--- src/rtl/mesh_store_initiator.sv ---
// Mesh store initiator: streams a block of local buffer words to a remote tile as
// one remote-store packet per word, throttled by a credit counter fed by store acks.
module mesh_store_initiator #(
  parameter int x_cord_width_p    = 2,
  parameter int y_cord_width_p    = 2,
  parameter int data_width_p      = 32,
  parameter int addr_width_p      = 10,
  parameter int max_out_credits_p = 8
) (
  input  logic                      clk_i,
  input  logic                      reset_i,
  input  logic [x_cord_width_p-1:0] my_x_i,
  input  logic [y_cord_width_p-1:0] my_y_i,
  input  logic                      start_i,
  input  logic [addr_width_p-1:0]   base_addr_i,
  input  logic [addr_width_p:0]     len_i,
  input  logic [x_cord_width_p-1:0] dest_x_i,
  input  logic [y_cord_width_p-1:0] dest_y_i,
  output logic                      mem_v_o,
  output logic [addr_width_p-1:0]   mem_addr_o,
  input  logic [data_width_p-1:0]   mem_data_i,
  output logic                      pkt_v_o,
  input  logic                      pkt_ready_i,
  output logic [data_width_p-1:0]   pkt_data_o,
  output logic [addr_width_p-1:0]   pkt_addr_o,
  output logic [x_cord_width_p-1:0] pkt_x_o,
  output logic [y_cord_width_p-1:0] pkt_y_o,
  output logic [x_cord_width_p-1:0] pkt_src_x_o,
  output logic [y_cord_width_p-1:0] pkt_src_y_o,
  input  logic                      resp_v_i,
  output logic                      busy_o,
  output logic                      done_o,
  output logic                      err_o
);

  localparam int credit_w_lp = $clog2(max_out_credits_p + 1);
  localparam int len_w_lp    = addr_width_p + 1;
  localparam logic [credit_w_lp-1:0] credit_max_lp = credit_w_lp'(max_out_credits_p);

  typedef enum logic [1:0] {IDLE, READ, SEND, DRAIN} state_e;

  state_e                    state_q, state_d;
  logic [addr_width_p-1:0]   base_q;
  logic [len_w_lp-1:0]       len_q;
  logic [len_w_lp-1:0]       idx_q;
  logic [x_cord_width_p-1:0] dest_x_q;
  logic [y_cord_width_p-1:0] dest_y_q;
  logic [credit_w_lp-1:0]    credits_q;
  logic [credit_w_lp:0]      credit_upd;
  logic                      err_q;
  logic                      done_q, done_d;
  logic                      vld_p1;
  logic [data_width_p-1:0]   data_p1;
  logic [data_width_p-1:0]   payload;
  logic [addr_width_p-1:0]   word_addr;
  logic                      start_go, start_empty, accept, last_word, in_send;

  // Saturating credit update; the extra top bit flags a return that found the counter full.
  function automatic logic [credit_w_lp:0] credit_step(
    input logic [credit_w_lp-1:0] cur,
    input logic                   take,
    input logic                   give
  );
    logic [credit_w_lp:0] r;
    r = {1'b0, cur};
    if (take && !give) begin
      r = {1'b0, cur - credit_w_lp'(1)};
    end else if (give && !take) begin
      if (cur == credit_max_lp) r = {1'b1, cur};
      else                      r = {1'b0, cur + credit_w_lp'(1)};
    end
    return r;
  endfunction

  assign in_send     = (state_q == SEND);
  assign start_go    = (state_q == IDLE) && start_i && (len_i != '0);
  assign start_empty = (state_q == IDLE) && start_i && (len_i == '0);
  assign word_addr   = base_q + idx_q[addr_width_p-1:0];
  assign last_word   = ((idx_q + len_w_lp'(1)) == len_q);
  assign pkt_v_o     = in_send && (credits_q != '0);
  assign accept      = pkt_v_o && pkt_ready_i;
  assign credit_upd  = credit_step(credits_q, accept, resp_v_i);

  always_comb begin
    state_d = state_q;
    done_d  = 1'b0;
    case (state_q)
      IDLE: begin
        if (start_go) state_d = READ;
        done_d = start_empty;
      end
      READ: state_d = SEND;
      SEND: begin
        if (accept) state_d = last_word ? DRAIN : READ;
      end
      DRAIN: begin
        if (credits_q == credit_max_lp) begin
          state_d = IDLE;
          done_d  = 1'b1;
        end
      end
      default: state_d = IDLE;
    endcase
  end

  always_ff @(posedge clk_i) begin
    if (reset_i) begin
      state_q   <= IDLE;
      idx_q     <= '0;
      credits_q <= credit_max_lp;
      err_q     <= 1'b0;
      done_q    <= 1'b0;
      vld_p1    <= 1'b0;
    end else begin
      state_q   <= state_d;
      done_q    <= done_d;
      vld_p1    <= (state_q == READ);
      credits_q <= credit_upd[credit_w_lp-1:0];
      if (credit_upd[credit_w_lp]) err_q <= 1'b1;
      if (start_go)    idx_q <= '0;
      else if (accept) idx_q <= idx_q + len_w_lp'(1);
    end
  end

  // Stage p1: read data arrives one cycle after the strobe and is held until accepted.
  always_ff @(posedge clk_i) begin
    if (start_go) begin
      base_q   <= base_addr_i;
      len_q    <= len_i;
      dest_x_q <= dest_x_i;
      dest_y_q <= dest_y_i;
    end
    if (vld_p1) data_p1 <= mem_data_i;
  end

  // First SEND cycle forwards the live read data so the packet can go out immediately.
  assign payload = vld_p1 ? mem_data_i : data_p1;

  assign mem_v_o     = (state_q == READ);
  assign mem_addr_o  = mem_v_o ? word_addr : '0;
  assign pkt_data_o  = in_send ? payload   : '0;
  assign pkt_addr_o  = in_send ? word_addr : '0;
  assign pkt_x_o     = in_send ? dest_x_q  : '0;
  assign pkt_y_o     = in_send ? dest_y_q  : '0;
  assign pkt_src_x_o = in_send ? my_x_i    : '0;
  assign pkt_src_y_o = in_send ? my_y_i    : '0;
  assign busy_o      = (state_q != IDLE);
  assign done_o      = done_q;
  assign err_o       = err_q;

endmodule

--- config.mk ---
export PLATFORM = sky130hd
export DESIGN_NAME = mesh_store_initiator
export DESIGN_NICKNAME = d
export VERILOG_FILES = /design/src/rtl/mesh_store_initiator.sv
export SDC_FILE = /design/constraint.sdc
export NUM_CORES = 1
export LEC_CHECK = 0
export CORE_MARGIN = 3
export CORE_UTILIZATION = 36
export DETAILED_ROUTE_END_ITERATION = 7
export PLACE_DENSITY = 0.63
export SYNTH_ARGS = -nofsm -noshare
export SYNTH_HDL_FRONTEND = slang
export SYNTH_SLANG_ARGS = --single-unit
--- constraint.sdc ---
create_clock -name clk_i -period 3.9 [get_ports clk_i]
set_input_delay 0.39 -clock clk_i [delete_from_list [all_inputs] [get_ports clk_i]]
set_output_delay 0.39 -clock clk_i [all_outputs]
set_load 0.1 [all_outputs]
==> impl_metrics.yaml <==
setup_path:
  path_max_fanout: 7
  critical_path_class: "reg -> out"
  max_stage_delay_ps: 390
  path_buf_inv: 2
  crit_arrival_ps: 2710
  reg2reg_depth: 10
  r2r_slack_ps: 1320
  worstSetupStartpointType: "flip-flop"
  endpoint_kind: "primary output"
  cp_top_family: "compound AO/OA/AOI/OAI gates"
  crit_path_start: "idx_q[0]$_SDFFE_PP0P_"
  timing.rr.end: "credits_q[2]$_SDFFE_PP0P_"
  r2r_start: "credits_q[0]$_SDFFE_PP0P_"
  slowest_stage: "dfxtp_1"
  path_cells: "ha_1, inv_1, fa_1, nor2b_1, o21ai_1, a21boi_1, o21a_2, o41ai_2, mux2i_1, buf_4"
  worst_ep_required_time_ps: 3510
detailed_routing:
  wire_per_inst_um: 14.0
  avgViaCountPerCell: 4.79
  num_vias: 3178
  postRouteWirelength_um: 9270
  drtIter0Drc: 127
  dr.pass1.iters: 4
  remaining_drc_errors: 0
  antenna_left: 0
clock_tree:
  max-clock-path-buffers: 2
  cts_tree: "done"
  htree_levels: 3
  cts_resized: 0
  cts_setup_buffers: 0
  cts.sinks: 77
  ctsHoldBuffers: 0
  clk_latency_ps: 350
  root_buffer: "clkbuf_8"
  cts_buffers: 9
  clk_pin_slew_worst_paths_ps: 80
min_path:
  hold_path.class: "reg -> reg"
  min_path_cells: 1
  min_from: "data_p1[27]$_DFF_P_"
  holdPathEnd: "data_p1[27]$_DFF_P_"
run_status:
  outcome: "finished, final reports clean"
floorplan:
  die_x_um: 112
  initial_utilization: 0.371
  ios: 131
  placementRows: 38
  die-area_um2: 12500
  core_area_um2: 10900
  fp.dieH_um: 112
sta:
  finalCriticalPeriod_ps: 3100
  skew_ps: 11.1
  period_share: 0.795
  tightest_slew_ps: 1020
  slew_viol_final: 0
  setup_viol: 0
  fmax_ghz: 0.322
  setup_slack_ps: 798
  rsz0062_at_grt: "false"
  slew_headroom: 0.321
  hold_viol_final: 0
placed_design:
  place_congestion: 0.867
  numPortBuffers: 130
  dp_hpwl_um: 6940
  pre_cts_slack_ps: 1150
  place_inst: 648
finish:
  final_util: 0.509
  final_nets: 604
  drive_above_1_share: 0.223
  mostFrequentLayoutCell: "clkdlybuf4s50_1"
  n_antenna_cell: 0
  final_cells: 664
  fillers: 1011
  final_cell_mix: "clkdlybuf4s50_1, buf_4, and2_1, dfxtp_1, nor2_1"
  area_growth_pct: 37.0
  multi_input_area_um2: 2070
  regArea_um2: 1790
global_routing:
  grt_pass1_vias: 3157
  groute.usage.overall: 0.150
  grt_max_degree: 57
  antenna_found_initial: 0
  grt_overflow: 0
  grt_pass1_wl_um: 15200
synthesis:
  syn_avg_cell_area_um2: 10.2
  ys_seq_elements: 77
  ys_types: 52
  yosysWarningCount: 0
  syn_area_um2: 4040
  synth_ff_type: "dfxtp_1"
  synth_edf_count: 25
  ys_seq_area_frac: 0.443
  synth.net_count: 482
  synthArstFlopShare: 0
  syn_inst: 397
power:
  ir_drop_mv: 0.458
  power_density_nw_per_um2: 723
  p_leak_nw: 2.28
flow_run:
  maxCapViolCount: 0
==> final cells by class <==
cell class	instances	share of cell area
Inverter	17	0.0115
Clock inverter	1	0.00158
Timing Repair Buffer	133	0.212
Clock buffer	15	0.0456
Tap cell	140	0.0316
Multi-Input combinational cell	281	0.374
Sequential cell	77	0.324
==> logic make-up (layout without fill, tap and decap cells) <==
logic type / after synthesis / in the layout / share of synthesized area
AO/OA/AOI/OAI: 50 / 50 / 0.0845
flip-flops: 77 / 77 / 0.443
buffers and inverters: 39 / 166 / 0.0458
multiplexers: 37 / 37 / 0.102
AND/OR/NAND/NOR: 146 / 146 / 0.201
XOR/XNOR: 29 / 29 / 0.0628
adder cells (fa/ha/maj): 19 / 19 / 0.0607
==> through the flow <==
stage          TNS, ps  power, mW  hold WS, ps  instance area [um2]
2_1_floorplan     -635       2.87          426                 4040
3_3_place_gp         0       3.29          435                 5280
3_5_place_dp         0       3.32          441                 5280
4_1_cts              0       4.05          461                 5540
5_1_grt              0       4.23          487                 5540
6_report             0       4.00          457                 5540
==> synthesized netlist by cell type, drive strengths merged, types with 2 or more instances <==
| cell | count | area, um2 |
|---|---|---|
| ha | 18 | 225 |
| or3 | 2 | 12.5 |
| a21oi | 16 | 80.1 |
| nor3 | 11 | 55.1 |
| nand4 | 4 | 25.0 |
| or2 | 2 | 12.5 |
| a221oi | 2 | 23.8 |
| o21a | 5 | 38.8 |
| nor4 | 3 | 18.8 |
| o211ai | 3 | 27.5 |
| and4 | 2 | 22.5 |
| buf | 11 | 80.1 |
| nand3 | 8 | 40.0 |
| xor2 | 15 | 131 |
| nor3b | 3 | 22.5 |
| and2 | 52 | 325 |
| mux2i | 4 | 40.0 |
| inv | 17 | 63.8 |
| o2111ai | 2 | 17.5 |
| o21ai | 8 | 40.0 |
| dfxtp | 52 | 1040 |
| mux2 | 33 | 372 |
| edfxtp | 25 | 751 |
| nor2b | 9 | 56.3 |
| nor2 | 30 | 113 |
| nand2 | 13 | 51.3 |
| clkbuf | 11 | 41.3 |
| nand2b | 3 | 26.3 |
| a211oi | 2 | 15.0 |
| a31oi | 4 | 25.0 |
| xnor2 | 14 | 123 |
| nor4b | 2 | 17.5 |
==> registers in the layout, summed over array words and instances (netlist names) <==
| register | count |
|---|---|
| credits_q | 4 |
| base_q | 10 |
| data_p1 | 32 |
| done_o | 1 |
| idx_q | 11 |
| vld_p1 | 1 |
| dest_y_q | 2 |
| dest_x_q | 2 |
| len_q | 11 |
| err_o | 1 |
| state_q | 2 |
==> report_power, final <==
group          switching, mW  internal (mW)  leakage [nW]
Sequential            0.0917           1.11         0.670
Combinational           1.48          0.604          1.47
Clock                  0.292          0.427         0.132
Total                   1.86           2.14          2.28
==> worst register-to-register path, delay by kind of cell (launching register included) <==
kind	cells	cell delay (ps)
AND/OR/NAND/NOR	4	820
flip-flops	1	460
buffers and inverters	2	270
AO/OA/AOI/OAI	2	350
adder cells (fa/ha/maj)	2	630
==> worst max path at each step <==
| stage | cells past startpoint | slack, ps | to |
|---|---|---|---|
| 2_1_floorplan | 9 | -320 | mem_addr_o[6] |
| 3_3_place_gp | 10 | 1230 | pkt_addr_o[8] |
| 3_5_place_dp | 10 | 1150 | pkt_addr_o[8] |
| 4_1_cts | 10 | 770 | pkt_addr_o[8] |
| 5_1_grt | 10 | 530 | pkt_addr_o[8] |
| 6_report | 10 | 800 | pkt_addr_o[8] |
==> metal layers <==
metal,track usage,share of wire,up-vias
li1,-,-,1612
met2,0.249,0.48,95
met1,0.187,0.44,1459
met3,0.0380,0.056,12
met5,0,0,-
met4,0.0585,0.015,0
(Power assumes the default switching activity.)
==> variant, RTL diff (config.mk and constraints unchanged) <==
`x_cord_width_p`: 2 -> 4.
--- a/src/rtl/mesh_store_initiator.sv
+++ b/src/rtl/mesh_store_initiator.sv
@@ -3,3 +3,3 @@
 module mesh_store_initiator #(
-  parameter int x_cord_width_p    = 2,
+  parameter int x_cord_width_p    = 4,
   parameter int y_cord_width_p    = 2,
Interface: changed (resized dest_x_i, my_x_i, pkt_src_x_o and pkt_x_o); port bits go from 131 to 139. The function was not compared with the original's and may differ.
==> variant against the unedited design <==
- largest power group unchanged
- hold slack better by 14 ps
- register-to-register slack worse by 40 ps
- synthesized cell count is 0.76% higher
- worst setup slack better by 24 ps
- combinational power is 9% higher
- total power is 9.6% higher
- routed wire length is 7.2% higher
- design area is 4.2% higher
- area after synthesis is 0.84% higher
- non-clock buffer count is 10 higher
- clock skew is 5.1 ps lower
- sequential cell count is 2 higher
- die area is 0.79% higher
==> variant: results (changes against the unedited design) <==
final hold slack=471.2 ps (was 457.2 ps); crit-path max FO=8 (was 7); Leak=2.356 nW (was 2.275 nW); Worst Reg-to-Reg Cells=11 (was 10); WP data arrival=2690 ps (was 2710 ps); initial antenna violation count=0 (unchanged); Clock group=0.000875 W (was 0.000719 W); CTS clk-pin slew, worst paths=60 ps (was 80 ps); GPL Wtd Cong=0.9222 (was 0.8674); H-tree depth=3 (unchanged); Post-Route WL=9930 um (was 9266 um); # nets final=625 (was 604); PortBufs=138 (was 130); critical path's largest stage delay=490 ps (was 390 ps); Worst-Skew Late Latency=330 ps (was 350 ps); share of cells above drive strength 1=0.2311 (was 0.2233); largest net degree at the start of global routing=58 (was 57); commonest cells in the netlist=and2_1 (56), dfxtp_1 (52), mux2_2 (32), edfxtp_1 (27), nor2_1 (25) (was and2_1 (52), dfxtp_1 (52), nor2_1 (30), mux2_2 (29), edfxtp_1 (25)); CP delay by family, top=compound AO/OA/AOI/OAI gates (unchanged); Setup WS pre-CTS=1147 ps (was 1154 ps); Tot GR Track Use=0.1578 (was 0.1497); 1st-iter DRT viols=134 (was 127); clk root buf=clkbuf_16 (was clkbuf_8); Pint=0.002313 W (was 0.002140 W); CTS Buf Count=9 (unchanged); Max VDD drop=0.0003849 V (was 0.0004581 V); Layout Skew=5.960 ps (was 11.08 ps); Netlist cell types=48 (was 52); HP Start=data_p1[16] (was data_p1[27]); Period minus WS final=3078 ps (was 3102 ps); Post-DP HPWL=7690 um (was 6937 um); Max-slew headroom=0.3510 (was 0.3211); Post-DP Area=5451 um2 (was 5275 um2); number of enable flip-flop cells after synthesis=27 (was 25); post-synthesis sequential area ratio=0.4544 (was 0.4433); Hold Path End=data_p1[16] (was data_p1[27]); syn nets=489 (was 482); Area contributors post-synth=dfxtp_1 (26%), edfxtp_1 (20%), mux2_2 (8.8%), and2_1 (8.6%), ha_1 (5.5%) (was dfxtp_1 (26%), edfxtp_1 (19%), mux2_2 (8.1%), and2_1 (8.0%), ha_1 (5.6%)); first-pass GRT wire length=16130 um (was 15190 um); outcome=finished clean (unchanged); switch share=0.4729 (was 0.4654); Vias/cell=4.806 (was 4.786); combinational cell fraction of total power=0.516 (was 0.520)
-- variant: how the worst max path moves through the flow --
stage / from / cells after the start / end
finish: idx_q[2] / 8 / pkt_addr_o[8]
global route: idx_q[4] / 8 / pkt_addr_o[9]
CTS: idx_q[2] / 8 / pkt_addr_o[8]
detailed placement: idx_q[2] / 8 / pkt_addr_o[8]
global placement: idx_q[2] / 8 / mem_addr_o[8]
floorplan: idx_q[0] / 9 / mem_addr_o[8]
-- variant: logic make-up (layout without fill, tap and decap cells) --
family	count (synthesis)	in the layout	share of synthesized area
flip-flops	79	79	0.4544
buffers and inverters	32	173	0.03070
AND/OR/NAND/NOR	154	154	0.2146
adder cells (fa/ha/maj)	19	19	0.06018
multiplexers	39	39	0.1056
AO/OA/AOI/OAI	51	51	0.07860
XOR/XNOR	26	26	0.05588
-- variant: cell type report --
cell class | instances | area (um2)
Fill cell | 977 | 5164
Inverter | 14 | 52.55
Multi-Input combinational cell | 289 | 2113
Sequential cell | 79 | 1852
Timing Repair Buffer | 143 | 1259
Clock buffer | 11 | 275.3
Clock inverter | 5 | 45.04
Tap cell | 140 | 175.2
-- variant: through the flow --
step | cells | util
CTS | 681 | 0.5278
floorplan | 400 | -
global placement | 665 | 0.4985
detailed placement | 665 | 0.4985
finish | 681 | 0.5278
global route | 681 | 0.5278
-- variant: per-layer routing --
layer / up-vias / track usage / wire length (um) / share of wire
li1: 1664 / - / - / -
met1: 1489 / 0.2038 / 4535 / 0.46
met2: 110 / 0.2654 / 4682 / 0.47
met3: 10 / 0.03396 / 582 / 0.059
met4: 0 / 0.04888 / 128 / 0.013
met5: - / 0 / 0 / 0
